<file path="config.mk">
export PLATFORM = sky130hd
export DESIGN_NAME = bb_halfduplex_ctrl
export DESIGN_NICKNAME = d
export VERILOG_FILES = /design/src/rtl/bb_halfduplex_ctrl.sv
export SDC_FILE = /design/constraint.sdc
export NUM_CORES = 1
export LEC_CHECK = 0
export CAP_MARGIN = 10
export CORE_ASPECT_RATIO = 0.5
export CORE_MARGIN = 2
export CORE_UTILIZATION = 48
export CTS_BUF_LIST = sky130_fd_sc_hd__clkbuf_4
export DETAILED_ROUTE_END_ITERATION = 7
export MAX_ROUTING_LAYER = met4
export PLACE_DENSITY = 0.75
export SYNTH_ARGS = -nofsm -noshare
export SYNTH_HDL_FRONTEND = slang
export SYNTH_SLANG_ARGS = --single-unit
</file>
<file path="constraint.sdc">
create_clock -name CLK -period 1.8 [get_ports CLK]
set_input_delay 0.18 -clock CLK [delete_from_list [all_inputs] [get_ports CLK]]
set_output_delay 0.18 -clock CLK [all_outputs]
set_load 0.03 [all_outputs]
</file>
<file path="src/rtl/bb_halfduplex_ctrl.sv">
// Half-duplex controller for one BB bidirectional pad: arbitrates write/read requesters,
// shifts DATA_W bits LSB first and releases the pad for TA_CYCLES on direction changes.
module bb_halfduplex_ctrl #(
    parameter int unsigned DATA_W    = 8,
    parameter int unsigned TA_CYCLES = 2
) (
    input  logic              CLK,
    input  logic              RST,
    input  logic              WR_VALID,
    output logic              WR_READY,
    input  logic [DATA_W-1:0] WR_DATA,
    input  logic              RD_VALID,
    output logic              RD_READY,
    output logic [DATA_W-1:0] RD_DATA,
    output logic              RD_DONE,
    output logic              BUSY,
    output logic              PAD_I,
    output logic              PAD_T,
    input  logic              PAD_O
);

    localparam int unsigned CNT_MAX  = (DATA_W > TA_CYCLES) ? DATA_W : TA_CYCLES;
    localparam int unsigned CW       = $clog2(CNT_MAX + 1);
    localparam logic [CW-1:0] BIT_LAST = CW'(DATA_W - 1);
    localparam logic [CW-1:0] TA_LAST  = CW'((TA_CYCLES > 0) ? (TA_CYCLES - 1) : 0);
    localparam bit   USE_TURN = (TA_CYCLES > 0);
    localparam logic DIR_RD   = 1'b0;
    localparam logic DIR_WR   = 1'b1;

    typedef enum logic [1:0] {
        S_IDLE  = 2'd0,
        S_TURN  = 2'd1,
        S_WRITE = 2'd2,
        S_READ  = 2'd3
    } state_t;

    state_t            r_state;
    state_t            w_state_nxt;
    logic [CW-1:0]     r_bit_cnt;
    logic [CW-1:0]     r_ta_cnt;
    logic              r_last_dir;
    logic              r_last_grant;
    logic              r_pend_dir;
    logic [DATA_W-1:0] r_shift;
    logic [DATA_W-1:0] r_shadow;
    logic [DATA_W-1:0] r_rd_data;
    logic              r_rd_done;
    logic              r_pad_i;
    logic              r_pad_t;
    logic              w_wr_ready;
    logic              w_rd_ready;
    logic [DATA_W-1:0] w_tx_src;
    logic [DATA_W-1:0] w_shadow_nxt;

    // Round-robin acceptance: on contention the direction not granted last time wins.
    assign w_wr_ready = (r_state == S_IDLE) && !RST && WR_VALID
                        && (!RD_VALID || (r_last_grant == DIR_RD));
    assign w_rd_ready = (r_state == S_IDLE) && !RST && RD_VALID
                        && (!WR_VALID || (r_last_grant == DIR_WR));

    assign WR_READY = w_wr_ready;
    assign RD_READY = w_rd_ready;
    assign RD_DATA  = r_rd_data;
    assign RD_DONE  = r_rd_done;
    assign BUSY     = (r_state != S_IDLE);
    assign PAD_I    = r_pad_i;
    assign PAD_T    = r_pad_t;

    always_comb begin
        w_state_nxt = r_state;
        unique case (r_state)
            S_IDLE: begin
                if (w_wr_ready) begin
                    w_state_nxt = (USE_TURN && (r_last_dir != DIR_WR)) ? S_TURN : S_WRITE;
                end else if (w_rd_ready) begin
                    w_state_nxt = (USE_TURN && (r_last_dir != DIR_RD)) ? S_TURN : S_READ;
                end
            end
            S_TURN: begin
                if (r_ta_cnt == TA_LAST) begin
                    w_state_nxt = (r_pend_dir == DIR_WR) ? S_WRITE : S_READ;
                end
            end
            S_WRITE: begin
                if (r_bit_cnt == BIT_LAST) begin
                    w_state_nxt = S_IDLE;
                end
            end
            S_READ: begin
                if (r_bit_cnt == BIT_LAST) begin
                    w_state_nxt = S_IDLE;
                end
            end
            default: w_state_nxt = S_IDLE;
        endcase
    end

    // Next transmit word comes straight from WR_DATA when a write starts without turnaround.
    always_comb begin
        w_tx_src     = (r_state == S_IDLE) ? WR_DATA : r_shift;
        w_shadow_nxt = r_shadow;
        for (int i = 0; i < int'(DATA_W); i++) begin
            if (r_bit_cnt == CW'(i)) begin
                w_shadow_nxt[i] = PAD_O;
            end
        end
    end

    always_ff @(posedge CLK) begin
        if (RST) begin
            r_state      <= S_IDLE;
            r_bit_cnt    <= '0;
            r_ta_cnt     <= '0;
            r_last_dir   <= DIR_RD;
            r_last_grant <= DIR_RD;
            r_pend_dir   <= DIR_RD;
            r_shift      <= '0;
            r_shadow     <= '0;
            r_rd_data    <= '0;
            r_rd_done    <= 1'b0;
            r_pad_i      <= 1'b0;
            r_pad_t      <= 1'b1;
        end else begin
            r_state   <= w_state_nxt;
            r_rd_done <= 1'b0;
            r_pad_t   <= (w_state_nxt != S_WRITE);
            r_pad_i   <= (w_state_nxt == S_WRITE) ? w_tx_src[0] : 1'b0;
            if (w_state_nxt == S_WRITE) begin
                r_shift <= w_tx_src >> 1;
            end
            unique case (r_state)
                S_IDLE: begin
                    r_ta_cnt  <= '0;
                    r_bit_cnt <= '0;
                    if (w_wr_ready) begin
                        r_last_grant <= DIR_WR;
                        r_last_dir   <= DIR_WR;
                        r_pend_dir   <= DIR_WR;
                        if (w_state_nxt == S_TURN) begin
                            r_shift <= WR_DATA;
                        end
                    end else if (w_rd_ready) begin
                        r_last_grant <= DIR_RD;
                        r_last_dir   <= DIR_RD;
                        r_pend_dir   <= DIR_RD;
                    end
                end
                S_TURN: begin
                    r_ta_cnt <= r_ta_cnt + CW'(1);
                end
                S_WRITE: begin
                    r_bit_cnt <= r_bit_cnt + CW'(1);
                end
                S_READ: begin
                    r_bit_cnt <= r_bit_cnt + CW'(1);
                    r_shadow  <= w_shadow_nxt;
                    if (r_bit_cnt == BIT_LAST) begin
                        r_rd_data <= w_shadow_nxt;
                        r_rd_done <= 1'b1;
                    end
                end
                default: ;
            endcase
        end
    end

endmodule

</file>
Yosys cells after proc, flatten, opt, wreduce, memory -nomap -nowiden
Index checks and enable logic that the tools add are counted.
{ "classes": {"bitwise": 3, "n_addsub": 2, "n_reduce_logical": 21, "mux": 26, "n_eq_ne": 14} }
{ "ops": {"columns": ["cell", "n"], "rows": [
  ["two-way mux 8 bit", 5],
  ["equality test 4 x 3 -> 1 bit (second input constant)", 4],
  ["case mux 4 bit (2 select lines)", 2],
  ["two-way mux 1 bit", 12],
  ["two-way mux 2 bit", 6],
  ["adder 4 x 1 -> 4 bit (second input constant)", 2],
  ["equality test 4 x 1 -> 1 bit (second input constant)", 2],
  ["equality test 4 x 2 -> 1 bit (second input constant)", 2],
  ["nonzero test 2 bit", 4],
  ["equality test 2 bit (second input constant)", 3],
  ["case mux 2 bit (3 select lines)", 1],
  ["OR reduction 2 bit", 3],
  ["logical AND 1 bit", 5],
  ["equality test 2 x 1 -> 1 bit (second input constant)", 2],
  ["zero test 4 bit", 1],
  ["AND reduction 2 bit", 2],
  ["zero test 1 bit", 3],
  ["NOT 1 bit", 3],
  ["zero test 2 bit", 1],
  ["logical OR 1 bit", 2],
  ["inequality test 2 bit (second input constant)", 1]
]} }
{ "totals": {"reg_bits": 38, "output_inout_bits": 14, "input_bits": 13, "word_cells": 76} }

Longest topological paths before layout
{ "depth": {"word_depth": 12, "depth_mapped": 7, "mapped_depth_nobuf": 6} }

Worst setup path after synthesis
No wires, ideal clock.
{ "synth_path": {"kind": "reg2reg", "from": "reg r_bit_cnt[0]", "to": "reg r_shift[2]", "required_time_ps": 1680, "slack_ps": -11, "t_arrival_ps": 1691, "period_less_slack_ps": 1811, "n_path_buf": 1, "setup_ps": 120, "stages_incl_launch_ff": 8, "cell_sequence": "dfxtp_1 > ha_1 > and4b_1 > o21ai_0 > o2111ai_2 > buf_6 > nor4bb_1 > a211o_1"} }
{ "synth_between": {"elab_chain_len": 8} }
{ "synth_lines": {"columns": ["element", "line_no", "rtl"], "rows": [
  ["from (decl)", "39", "logic [CW-1:0] r_bit_cnt;"],
  ["from (signal assigned)", "152", "r_bit_cnt <= r_bit_cnt + CW'(1);"],
  ["from (signal assigned)", "155", "r_bit_cnt <= r_bit_cnt + CW'(1);"],
  ["equality test 4 x 3 -> 1 bit *", "85, 90", null],
  ["two-way mux 2 bit *", "85, 90", null],
  ["case mux 2 bit (3 select lines) *", "71", "unique case (r_state)"],
  ["equality test 2 bit", "128", "if (w_state_nxt == S_WRITE) begin"],
  ["two-way mux 8 bit", "128", null],
  ["two-way mux 8 bit", "139", "if (w_state_nxt == S_TURN) begin"],
  ["two-way mux 8 bit", "135", "if (w_wr_ready) begin"],
  ["two-way mux 8 bit *", "131", "unique case (r_state)"],
  ["to (signal assigned)", "129", "r_shift <= w_tx_src >> 1;"],
  ["to (decl)", "44", "logic [DATA_W-1:0] r_shift;"]
]} }
Mark *: on every way between the ends. The rest lies on a longest branch, timed or not.
A chain may end at the register's enable or synchronous reset.

Worst setup path after layout
{ "layout_path": {"from": "reg r_pend_dir", "to": "reg r_shift[6]"} }
{ "layout_between": {"elab_chain_len": 10} }
{ "layout_lines": {"columns": ["element", "line_no", "rtl"], "rows": [
  ["from (decl)", "43", "logic r_pend_dir;"],
  ["from (signal assigned)", "116", "r_pend_dir <= DIR_RD;"],
  ["from (signal assigned)", "138", "r_pend_dir <= DIR_WR;"],
  ["from (signal assigned)", "145", "r_pend_dir <= DIR_RD;"],
  ["logical OR 1 bit or NOT 1 bit (tied branches)", null, null],
  ["logical AND 1 bit or logical OR 1 bit (tied branches)", null, null],
  ["two-way mux 2 bit or logical AND 1 bit (tied branches)", null, null],
  ["two-way mux 2 bit", null, null],
  ["case mux 2 bit (3 select lines)", "71", null],
  ["equality test 2 bit", "128", null],
  ["two-way mux 8 bit", "128", null],
  ["two-way mux 8 bit", "139", null],
  ["two-way mux 8 bit", "135", null],
  ["two-way mux 8 bit *", "131", null]
]} }
Marked as above.

==> results_dict.tcl <==
set metrics [dict create \
    synth_flop_cell "dfxtp_1" \
    postRouteAntennaNets 0 \
    drtIter0Drc 73 \
    yosys_warnings 0 \
    htreeDepth 2 \
    die_x_um 92.31 \
    regToRegStartpoint "r_pend_dir" \
    avgSynthCellArea_um2 8.913 \
    rows 15 \
    cp-endpoint "r_shift[6]" \
    fmax_mhz 570.0 \
    numCtsBuffers 5 \
    portBuffers 26 \
    drt_first_pass_iters 4 \
    dieArea_um2 4445 \
    final_util_pct 70.16 \
    antenna_found_initial 0 \
    yosysTopAreaCellShare_pct 39.57 \
    async_flop_share_pct 0 \
    clkPwrFrac_pct 17.7 \
    syn_nets 229 \
    seqPwrFrac_pct 39.1 \
    power_frac_comb_pct 43.2 \
    first_global_vias 1489 \
    yosysTopAreaCell "dfxtp_1" \
    netSwitchingFraction_pct 35.72 \
    via_per_inst 5.284 \
    ys_ff_latch 37 \
    hold_class "primary input to flip-flop" \
    wire_per_inst_um 13.16 \
    clockBufferDepth 2 \
    area_growth_pct 34.36 \
    cap_viol_max_count 0 \
    p_per_area_nw_per_um2 1010 \
    routed_wl_mm 4.120 \
    layout-drive-gt1-share_pct 24.05 \
    period_needed_ns 1.754 \
    total_power_mw 2.539 \
    rsz0062_at_grt "yes" \
    synth_cells 210 \
    ctsRootBufferMaster "clkbuf_4" \
    vias 1654 \
    grt_usage_pct 19.96 \
    crit_path_start "r_pend_dir" \
    intPower_mw 1.632 \
    ys_top_cells_by_area "dfxtp_1, a2111oi_2, a211oi_1" \
    fin_nets 280 \
    irDropWorstVdd_v 0.0003687 \
    io_pins 27 \
    worstReg2RegEnd "r_shift[6]" \
    critical_path_required_ns 2.11 \
    drcViolationCount 0 \
    start_util_pct 52.22 \
    worst_setup_path_end_kind "flip-flop" \
    p_switching_mw 0.9070 \
    cts_sinks 37 \
    syn_area_um2 1872 \
    leakage_nw 1.030 \
    design.core.area_um2 3585 \
    synth_enable_flop_cells 0 \
    clkTransAtPathRegs_ns 0.11 \
    finalCritPeriodShare_pct 97.47 \
    cp-start-kind "flip-flop" \
    tightest_slew_ns 0.3233 \
    cts_tree "done" \
    synth-seq-area-share_pct 39.57 \
    drv_slew 0 \
    reg2reg_depth 7 \
    status "complete, no violations" \
    grt_pass1_wl_mm 6.555 \
    path_class "flip-flop to flip-flop" \
    setup_viol 0 \
    slew_headroom_pct 78.15 \
    ys_types 39 \
    diodes 0 \
    reg2reg_slack_ns 0.05 \
    hold_viol 0 \
    gp_congestion 0.8151 \
    grt_max_degree 29 \
    grt-ovfl-total 0 \
    hpwl_mm 2.760 \
    path_max_fanout 6 \
    fp.dieH_um 48.16 \
    worst_skew_pair.late_latency_ns 0.35 \
    holdWs_ns 0.3984 \
    fin_skew_ns 0.005560 \
    critPathArrivalTime_ns 2.06 \
]
cell usage in the layout (no fill, tap or decap), types with 3 or more instances in the layout:
| master | count |
|---|---|
| a211o_1 | 7 |
| nand3_1 | 3 |
| nand2_1 | 28 |
| a311oi_1 | 3 |
| a2111oi_2 | 4 |
| a2111oi_4 | 3 |
| dfxtp_1 | 35 |
| a21oi_1 | 12 |
| ha_1 | 6 |
| buf_4 | 32 |
| mux2i_1 | 8 |
| inv_1 | 3 |
| clkdlybuf4s50_1 | 23 |
| a211oi_1 | 14 |
| nand3b_1 | 3 |
| nor2b_1 | 3 |
| nor4bb_1 | 6 |
| clkbuf_4 | 6 |
| nor2_1 | 27 |
| buf_6 | 4 |
final cells by class:
type,count,area [um2]
inverter,5,18.77
multi-input combinational,152,1109
timing repair buffer,60,525.5
clock inverter,2,10.01
sequential,37,743.2
clock buffer,6,45.04
tap,51,63.81
fill,281,1070
synthesized netlist by cell type, types with 2 or more instances:
cell,count
nand2b_1,3
o21ai_0,2
a211o_1,7
nand3b_1,3
nor4bb_1,7
dfxtp_1,37
buf_2,5
a211oi_1,14
a21oi_1,12
nor2_1,28
a21o_1,2
clkbuf_1,7
and3_1,2
ha_1,6
buf_6,2
nor2b_1,3
nand2_1,28
inv_1,4
mux2i_1,8
a311oi_1,3
nand3_1,3
a2111oi_2,7
state kept, by name, indices dropped and copies added, names as in the netlist:
name        cells
r_bit_cnt       4
r_ta_cnt        4
r_shift         8
PAD_I           1
r_shadow        7
r_state         2
r_pend_dir      1
RD_DATA         8
RD_DONE         1
PAD_T           1
power groups by stage:
stage | Combinational (mW) | Clock (mW) | Sequential, mW
finish | 1.10 | 0.449 | 0.993
global placement | 0.927 | 0 | 0.997
global route | 1.19 | 0.506 | 1.01
floorplan | 0.588 | 0 | 1.02
CTS | 0.948 | 0.471 | 0.983
detailed placement | 0.949 | 0 | 1.00
worst max-delay path: stages (launching register included):
cell	delay, ns
dfxtp_2	0.33
or3b_1	0.35
a21oi_2	0.17
o2111ai_2	0.20
buf_6	0.18
buf_4	0.14
a2111oi_4	0.20
a211o_1	0.14
routing by layer:
layer | part of all wire [%] | up-vias | track usage [%] | wire length (um)
li1 | - | 860 | - | -
met1 | 47 | 765 | 23.24 | 1952
met2 | 48 | 23 | 34.01 | 1963
met3 | 3.5 | 6 | 5.410 | 146
met4 | 1.4 | 0 | 8.955 | 57
met5 | 0 | - | - | 0
metrics by stage:
step | worst slack, ns | TNS, ns | std cells | instance area, um2
2_1_floorplan | 0.008809 | 0 | 210 | 1872
3_3_place_gp | -0.2471 | -1.824 | 303 | 2346
3_5_place_dp | -0.2996 | -2.152 | 303 | 2346
4_1_cts | 0.003550 | 0 | 311 | 2400
5_1_grt | -0.05498 | -0.09189 | 313 | 2515
6_report | 0.04555 | 0 | 313 | 2515
what timing repair did:
action | 4_1_cts | 5_1_grt
setup endpoints to repair | 3 | 10
buffers inserted | 0 | 1
pin swaps | 0 | 10
resized for setup | 2 | 19
cloned | 0 | 1
hold buffers | 0 | 0
cells by family (layout without fill, tap and decap cells):
group                    count (synthesis)  count (layout)  share of synthesized area [%]
buffers and inverters                   21              73                          5.548
multiplexers                             8               8                          4.278
AO/OA/AOI/OAI                           52              52                          23.13
AND/OR/NAND/NOR                         86              86                          23.46
flip-flops                              37              37                          39.57
adder cells (fa/ha/maj)                  6               6                          4.011
worst min-delay path by stage:
stage	from	to	slack (ns)	cells past startpoint
floorplan	RD_VALID	r_pend_dir	0.30	1
global placement	RD_DATA[7]	RD_DATA[7]	0.44	2
detailed placement	RD_DATA[7]	RD_DATA[7]	0.45	2
CTS	WR_DATA[0]	PAD_I	0.39	3
global route	WR_DATA[0]	PAD_I	0.42	3
finish	WR_DATA[7]	r_shift[7]	0.40	3
Note: power is estimated with default switching activity, not from simulation.
